==> src/rtl/sram_req_arbiter_if.sv <==
`default_nettype none
// ============================================================================
//  Module      : sram_req_arbiter_if
//  Description : Bundle of the fetch, data and shared-memory handshake
//                signals around the SRAM request arbiter.
//                slave  = arbiter view, master = environment view.
//  Revision    : 1.0 - initial release
// ============================================================================
interface sram_req_arbiter_if;
    // instruction-fetch side
    logic        inst_req;
    logic [31:0] inst_addr;
    logic        inst_addr_ok;
    logic        inst_data_ok;
    logic [31:0] inst_rdata;
    logic        inst_cancel;
    // data side
    logic        data_req;
    logic        data_wr;
    logic [1:0]  data_size;
    logic [3:0]  data_wstrb;
    logic [31:0] data_addr;
    logic [31:0] data_wdata;
    logic        data_addr_ok;
    logic        data_data_ok;
    logic [31:0] data_rdata;
    // shared memory side
    logic        mem_req;
    logic        mem_wr;
    logic [1:0]  mem_size;
    logic [3:0]  mem_wstrb;
    logic [31:0] mem_addr;
    logic [31:0] mem_wdata;
    logic        mem_addr_ok;
    logic        mem_data_ok;
    logic [31:0] mem_rdata;

    modport slave (
        input  inst_req, inst_addr, inst_cancel,
        input  data_req, data_wr, data_size, data_wstrb, data_addr, data_wdata,
        input  mem_addr_ok, mem_data_ok, mem_rdata,
        output inst_addr_ok, inst_data_ok, inst_rdata,
        output data_addr_ok, data_data_ok, data_rdata,
        output mem_req, mem_wr, mem_size, mem_wstrb, mem_addr, mem_wdata
    );

    modport master (
        output inst_req, inst_addr, inst_cancel,
        output data_req, data_wr, data_size, data_wstrb, data_addr, data_wdata,
        output mem_addr_ok, mem_data_ok, mem_rdata,
        input  inst_addr_ok, inst_data_ok, inst_rdata,
        input  data_addr_ok, data_data_ok, data_rdata,
        input  mem_req, mem_wr, mem_size, mem_wstrb, mem_addr, mem_wdata
    );
endinterface
`default_nettype wire

==> src/rtl/sram_req_arbiter.sv <==
`default_nettype none
// ============================================================================
//  Module      : sram_req_arbiter
//  Description : Shares one req/addr_ok/data_ok memory port between the
//                instruction-fetch and data requesters, one outstanding
//                transaction at a time, with in-flight fetch cancellation.
//  Revision    : 1.0 - initial release
// ============================================================================
module sram_req_arbiter #(
    parameter logic DATA_PRIO = 1'b1   // 1: data always wins, 0: round-robin
) (
    input  logic              clk,
    input  logic              resetn,
    sram_req_arbiter_if.slave bus
);

    typedef enum logic [1:0] {
        S_IDLE = 2'd0,
        S_ADDR = 2'd1,
        S_RESP = 2'd2
    } state_t;

    localparam logic c_OWNER_INST = 1'b0;
    localparam logic c_OWNER_DATA = 1'b1;

    state_t r_state;
    state_t w_state_next;
    logic   r_owner;
    logic   r_last_grant;
    logic   r_cancel_pend;

    logic   w_any_req;
    logic   w_grant;
    logic   w_owner_req;
    logic   w_mem_req;
    logic   w_handshake;
    logic   w_resp_done;
    logic   w_inst_drop;

    assign w_any_req   = bus.inst_req | bus.data_req;
    assign w_owner_req = (r_owner == c_OWNER_DATA) ? bus.data_req : bus.inst_req;
    // mem_req depends only on state, owner and the owner's req, never on mem_data_ok
    assign w_mem_req   = (r_state == S_ADDR) & w_owner_req;
    assign w_handshake = w_mem_req & bus.mem_addr_ok;
    assign w_resp_done = (r_state == S_RESP) & bus.mem_data_ok;
    assign w_inst_drop = r_cancel_pend | bus.inst_cancel;

    // Pick the next owner: fixed data priority, or the master not granted last on a tie
    always_comb begin
        w_grant = bus.data_req;
        if (!DATA_PRIO && bus.data_req && bus.inst_req) begin
            w_grant = ~r_last_grant;
        end
    end

    // State, owner, fairness and cancel bookkeeping
    always_ff @(posedge clk or negedge resetn) begin
        if (!resetn) begin
            r_state       <= S_IDLE;
            r_owner       <= c_OWNER_INST;
            r_last_grant  <= c_OWNER_INST;
            r_cancel_pend <= 1'b0;
        end else begin
            r_state <= w_state_next;
            if (r_state == S_IDLE && w_any_req) begin
                r_owner      <= w_grant;
                r_last_grant <= w_grant;
            end
            // the response that ends the transaction always clears the pending cancel,
            // so a cancel seen in that same cycle cannot leak into the next fetch
            if (w_resp_done) begin
                r_cancel_pend <= 1'b0;
            end else if (bus.inst_cancel && r_owner == c_OWNER_INST &&
                         (r_state == S_RESP || w_handshake)) begin
                r_cancel_pend <= 1'b1;
            end
        end
    end

    // Next-state decode and all port outputs
    always_comb begin
        w_state_next     = r_state;
        bus.mem_req      = 1'b0;
        bus.mem_wr       = 1'b0;
        bus.mem_size     = 2'd0;
        bus.mem_wstrb    = 4'd0;
        bus.mem_addr     = 32'd0;
        bus.mem_wdata    = 32'd0;
        bus.inst_addr_ok = 1'b0;
        bus.inst_data_ok = 1'b0;
        bus.inst_rdata   = 32'd0;
        bus.data_addr_ok = 1'b0;
        bus.data_data_ok = 1'b0;
        bus.data_rdata   = 32'd0;

        case (r_state)
            S_IDLE: begin
                if (w_any_req) begin
                    w_state_next = S_ADDR;
                end
            end
            S_ADDR: begin
                bus.mem_req = w_mem_req;
                if (r_owner == c_OWNER_DATA) begin
                    bus.mem_wr       = bus.data_wr;
                    bus.mem_size     = bus.data_size;
                    bus.mem_wstrb    = bus.data_wstrb;
                    bus.mem_addr     = bus.data_addr;
                    bus.mem_wdata    = bus.data_wdata;
                    bus.data_addr_ok = w_handshake;
                end else begin
                    // fetches are always plain word reads
                    bus.mem_size     = 2'd2;
                    bus.mem_addr     = bus.inst_addr;
                    bus.inst_addr_ok = w_handshake;
                end
                if (w_handshake) begin
                    w_state_next = S_RESP;
                end else if (!w_owner_req) begin
                    w_state_next = S_IDLE;
                end
            end
            S_RESP: begin
                if (w_resp_done) begin
                    w_state_next = S_IDLE;
                    if (r_owner == c_OWNER_DATA) begin
                        bus.data_data_ok = 1'b1;
                        bus.data_rdata   = bus.mem_rdata;
                    end else if (!w_inst_drop) begin
                        bus.inst_data_ok = 1'b1;
                        bus.inst_rdata   = bus.mem_rdata;
                    end
                end
            end
            default: begin
                w_state_next = S_IDLE;
            end
        endcase
    end

endmodule
`default_nettype wire

==> src/flat_wrapper.sv <==
// flat-port wrapper written by rule: the top's interface ports become plain ports
module sram_req_arbiter_flat 
#(
    parameter logic DATA_PRIO = 1'b1                                         
)
  (clk, resetn, bus_inst_req, bus_inst_addr, bus_inst_cancel, bus_data_req, bus_data_wr, bus_data_size, bus_data_wstrb, bus_data_addr, bus_data_wdata, bus_mem_addr_ok, bus_mem_data_ok, bus_mem_rdata, bus_inst_addr_ok, bus_inst_data_ok, bus_inst_rdata, bus_data_addr_ok, bus_data_data_ok, bus_data_rdata, bus_mem_req, bus_mem_wr, bus_mem_size, bus_mem_wstrb, bus_mem_addr, bus_mem_wdata);
  sram_req_arbiter_if bus_i ();
  input  logic clk;
  input  logic resetn;
  input wire logic [$bits(bus_i.inst_req)-1:0] bus_inst_req;
  input wire logic [$bits(bus_i.inst_addr)-1:0] bus_inst_addr;
  input wire logic [$bits(bus_i.inst_cancel)-1:0] bus_inst_cancel;
  input wire logic [$bits(bus_i.data_req)-1:0] bus_data_req;
  input wire logic [$bits(bus_i.data_wr)-1:0] bus_data_wr;
  input wire logic [$bits(bus_i.data_size)-1:0] bus_data_size;
  input wire logic [$bits(bus_i.data_wstrb)-1:0] bus_data_wstrb;
  input wire logic [$bits(bus_i.data_addr)-1:0] bus_data_addr;
  input wire logic [$bits(bus_i.data_wdata)-1:0] bus_data_wdata;
  input wire logic [$bits(bus_i.mem_addr_ok)-1:0] bus_mem_addr_ok;
  input wire logic [$bits(bus_i.mem_data_ok)-1:0] bus_mem_data_ok;
  input wire logic [$bits(bus_i.mem_rdata)-1:0] bus_mem_rdata;
  output wire logic [$bits(bus_i.inst_addr_ok)-1:0] bus_inst_addr_ok;
  output wire logic [$bits(bus_i.inst_data_ok)-1:0] bus_inst_data_ok;
  output wire logic [$bits(bus_i.inst_rdata)-1:0] bus_inst_rdata;
  output wire logic [$bits(bus_i.data_addr_ok)-1:0] bus_data_addr_ok;
  output wire logic [$bits(bus_i.data_data_ok)-1:0] bus_data_data_ok;
  output wire logic [$bits(bus_i.data_rdata)-1:0] bus_data_rdata;
  output wire logic [$bits(bus_i.mem_req)-1:0] bus_mem_req;
  output wire logic [$bits(bus_i.mem_wr)-1:0] bus_mem_wr;
  output wire logic [$bits(bus_i.mem_size)-1:0] bus_mem_size;
  output wire logic [$bits(bus_i.mem_wstrb)-1:0] bus_mem_wstrb;
  output wire logic [$bits(bus_i.mem_addr)-1:0] bus_mem_addr;
  output wire logic [$bits(bus_i.mem_wdata)-1:0] bus_mem_wdata;
  assign bus_i.inst_req = bus_inst_req;
  assign bus_i.inst_addr = bus_inst_addr;
  assign bus_i.inst_cancel = bus_inst_cancel;
  assign bus_i.data_req = bus_data_req;
  assign bus_i.data_wr = bus_data_wr;
  assign bus_i.data_size = bus_data_size;
  assign bus_i.data_wstrb = bus_data_wstrb;
  assign bus_i.data_addr = bus_data_addr;
  assign bus_i.data_wdata = bus_data_wdata;
  assign bus_i.mem_addr_ok = bus_mem_addr_ok;
  assign bus_i.mem_data_ok = bus_mem_data_ok;
  assign bus_i.mem_rdata = bus_mem_rdata;
  assign bus_inst_addr_ok = bus_i.inst_addr_ok;
  assign bus_inst_data_ok = bus_i.inst_data_ok;
  assign bus_inst_rdata = bus_i.inst_rdata;
  assign bus_data_addr_ok = bus_i.data_addr_ok;
  assign bus_data_data_ok = bus_i.data_data_ok;
  assign bus_data_rdata = bus_i.data_rdata;
  assign bus_mem_req = bus_i.mem_req;
  assign bus_mem_wr = bus_i.mem_wr;
  assign bus_mem_size = bus_i.mem_size;
  assign bus_mem_wstrb = bus_i.mem_wstrb;
  assign bus_mem_addr = bus_i.mem_addr;
  assign bus_mem_wdata = bus_i.mem_wdata;
  sram_req_arbiter #(.DATA_PRIO(DATA_PRIO)) u_core (.clk(clk), .resetn(resetn), .bus(bus_i));
endmodule
==> config.mk <==
export PLATFORM = sky130hd
export DESIGN_NAME = sram_req_arbiter_flat
export DESIGN_NICKNAME = d
export VERILOG_FILES = /design/src/rtl/sram_req_arbiter_if.sv /design/src/rtl/sram_req_arbiter.sv /design/src/flat_wrapper.sv
export SDC_FILE = /design/constraint.sdc
export NUM_CORES = 1
export LEC_CHECK = 0
export ABC_AREA = 1
export CAP_MARGIN = 15
export CORE_AREA = 5 5 106 108
export DETAILED_ROUTE_END_ITERATION = 10
export DIE_AREA = 0 0 111 113
export GPL_TIMING_DRIVEN = 0
export HOLD_SLACK_MARGIN = 0.03
export PLACE_DENSITY_LB_ADDON = 0.15
export SLEW_MARGIN = 40
export SYNTH_ARGS = -nofsm -noshare
export SYNTH_HDL_FRONTEND = slang
export SYNTH_SLANG_ARGS = --single-unit
==> constraint.sdc <==
create_clock -name clk -period 1.78 [get_ports clk]
set_clock_uncertainty 0.05 [all_clocks]
set_input_delay 0.445 -clock clk [delete_from_list [all_inputs] [get_ports clk]]
set_output_delay 0.445 -clock clk [all_outputs]
set_load 0.03 [all_outputs]
==> results.toml <==
[status]
outcome = "finished, violations left"
violations = "negative setup slack"

[min_path]
worstHoldPathType = "in -> async"

[flow_run]
maxCapViolCount = 0

[synthesis]
synthCells = 331
synth_ff_type = "dfrtp_1"
avgSynthCellArea_sq_um = 4.23
ys_seq_area_share_pct = 7.14
synth_warnings = 0
synth_edf_count = 0
synthesis.nets = 473
async_flop_share_pct = 100
synth_most_common_cell = "nand2_1"
synth_common_cells = "nand2_1 (113), nor2_1 (110), inv_1 (39), a21oi_1 (33), buf_2 (15)"
yosys-top-cells-area = "nand2_1 (30%), nor2_1 (29%), a21oi_1 (12%)"
ys_ff_latch = 4
synth.distinct_cells = 12
synth_area_leader_cell = "nand2_1"
syn_area_sq_um = 1400
synth.top_cell.area_share_pct = 30.3

[timing]
rsz0062_at_grt = "true"
setup_viol = 140
worstMarginPinSlew_ns = 0.209
final_max_slew_viol_count = 0
finalCritPeriodShare_pct = 115
fin_ws_ns = -0.266
fmax_ghz = 0.489
hold_viol = 0
layout_min_cycle_time_ns = 2.05
hold_ws_ns = 0.396
relSlewSlack_pct = 85.9

[worst_setup_path]
cp_slowest_stage_delay_ns = 0.38
path_class = "reg -> out"
endpoint_kind = "primary output"
path_max_fanout = 10
start_kind = "flip-flop"
crit_chain = "inv_2, nand2_4, nor2_4, buf_6, nand2_8, buf_12, nor2_4, buf_6"
crit_slowest_cell = "dfrtp_1"
worstPathRequired_ns = 1.28
crit_arrival_ns = 1.55

[layout]
antenna_cells = 0
fillers = 715
nets = 811
fin_area_sq_um = 7110
areaGrowthSynthToFinish_pct = 407
drive_above_1_share_pct = 64.3

[pwr]
power.leakage_nw = 3.02
p_seq_share_pct = 2.2
power.density_nw_per_um2 = 1310
p_sw_share_pct = 51.6
combPwrFrac_pct = 95.8
clkPwrFrac_pct = 2.0
irDropWorstVdd_uv = 1010
power_mw = 9.32
p_switching_mw = 4.81
power.internal_mw = 4.51

[floorplan]
dieArea_sq_um = 12500
core_area_sq_um = 10100
row_count = 37
die_y_um = 113
start_util_pct = 13.8
ioPinCount = 282
die_x_um = 111

[detailed_routing]
drt_wl_total_um = 14900
drt_first_pass_iters = 6
m1WireLength_um = 4630
drtIter0Drc = 117
ant_nets = 0
vias_per_cell = 4.35
highest_layer = "met4"
wl_met3_um = 1240
dr_total_vias = 3495
wl_per_cell_um = 18.6
drc_errors = 0
route.met2.wl_um = 8610

[global_route]
grt_overflow = 0
grt_pass1_wl_um = 21000
antenna_found_initial = 0
grt_pass1_vias = 3919
grt_max_degree = 11
grt_usage_pct = 20.8

[clocking]
cts_tree = "done"
clockBufferDepth = 2
worstSkewPairLatency_ns = 0.21
ctsHtreeMaxLevel = 1
cts_made_buffers = 3
cts_hold_buffers = 0
clkSinkCount = 4
cts_root_buffer = "clkbuf_8"
path_clk_slew_ns = 0.03

[placed_design]
dp_slack_ns = -1.11
placed_area_sq_um = 4490
dp_hpwl_um = 9720
io_buffer_count = 281
place_congestion = 0.887
cell usage in the layout (no fill, tap or decap):
cell type	count
buf_12	16
dfrtp_2	2
nor2_2	10
nand2_4	16
nand2_2	44
nor2_4	96
clkinv_8	1
nor2_1	5
a21oi_2	2
inv_16	1
clkbuf_8	4
clkbuf_16	15
bufbuf_16	1
o21ai_0	3
buf_4	21
a21oi_4	30
buf_6	148
dfrtp_1	2
buf_8	9
inv_2	4
nand3_4	2
a21oi_1	1
buf_16	3
inv_12	1
dlygate4sd2_1	4
nand2_8	1
nand2_1	52
clkinv_4	1
clkdlybuf4s50_1	137
inv_1	34
inv_6	1
through the flow:
stage               utilization, %  cells  setup TNS [ns]
floorplan                        -    331           -3.21
global placement              44.2    748         -110.70
detailed placement            44.2    748         -112.96
CTS                           61.8    789          -24.83
global route                  70.1    803          -35.13
finish                        70.1    803          -25.38
final timing paths:
kind | startpoint | to | slack, ns | depth (start not counted)
setup reg to reg | u_core.r_owner$_DFFE_PN0P_ | u_core.r_cancel_pend$_DFFE_PN0P_ | 0.17 | 10
hold / removal | resetn | u_core.r_state[0]$_DFFE_PN0P_ | 0.40 | 1
max in group asynchronous | resetn | u_core.r_state[1]$_DFFE_PN0P_ | 1.09 | 1
hold reg to reg | u_core.r_cancel_pend$_DFFE_PN0P_ | u_core.r_cancel_pend$_DFFE_PN0P_ | 0.47 | 2
min in group clk | u_core.r_cancel_pend$_DFFE_PN0P_ | u_core.r_cancel_pend$_DFFE_PN0P_ | 0.47 | 2
setup / recovery | u_core.r_state[0]$_DFFE_PN0P_ | bus_data_rdata[12] | -0.27 | 8
flip-flops by register name, summed over array words and instances, names as in the netlist:
signal,flops
u_core.r_owner,1
u_core.r_cancel_pend,1
u_core.r_state,2
metal layers:
metal  track usage (%)  vias to the layer above
met3              6.47                       28
met4              6.65                        0
li1                  -                     1654
met1              18.6                     1615
met5                 0                        -
met2              43.4                      198
cells by family (layout without fill, tap and decap cells):
logic type | after synthesis | in the layout | synth area share, %
flip-flops | 4 | 4 | 7.14
AND/OR/NAND/NOR | 226 | 226 | 61.3
buffers and inverters | 65 | 401 | 18.7
AO/OA/AOI/OAI | 36 | 36 | 12.9
timing repair:
action                                 in CTS  in global routing
resized for setup                        1267                162
setup buffers                              22                 14
endpoints found under the hold margin       0                  0
setup endpoints to repair                 140                140
cloned                                     16                  6
pin swaps                                  49                 24
power groups by stage:
stage               logic [mW]  registers [mW]  clock network (mW)
floorplan                 2.55           0.159                   0
global placement          4.46           0.164                   0
detailed placement        4.47           0.167                   0
CTS                       7.84           0.205               0.194
global route              9.35           0.210               0.199
finish                    8.93           0.204               0.187
worst max-delay path: cells and delay by family (launching register included):
kind | cells | cell delay [ns]
AND/OR/NAND/NOR | 4 | 0.39
buffers and inverters | 4 | 0.55
flip-flops | 1 | 0.38
area by class of cell:
type / count / area [sq um] / share of cell area (%)
Timing Repair Buffer: 333 / 3780 / 53.2
Buffer: 22 / 408 / 5.74
Inverter: 41 / 188 / 2.64
Clock buffer: 3 / 41.3 / 0.581
Multi-Input combinational cell: 262 / 2390 / 33.7
Tap cell: 136 / 170 / 2.39
Sequential cell: 4 / 103 / 1.44
Timing Repair inverter: 2 / 25.0 / 0.352
Power figures use the tool's default switching activity.
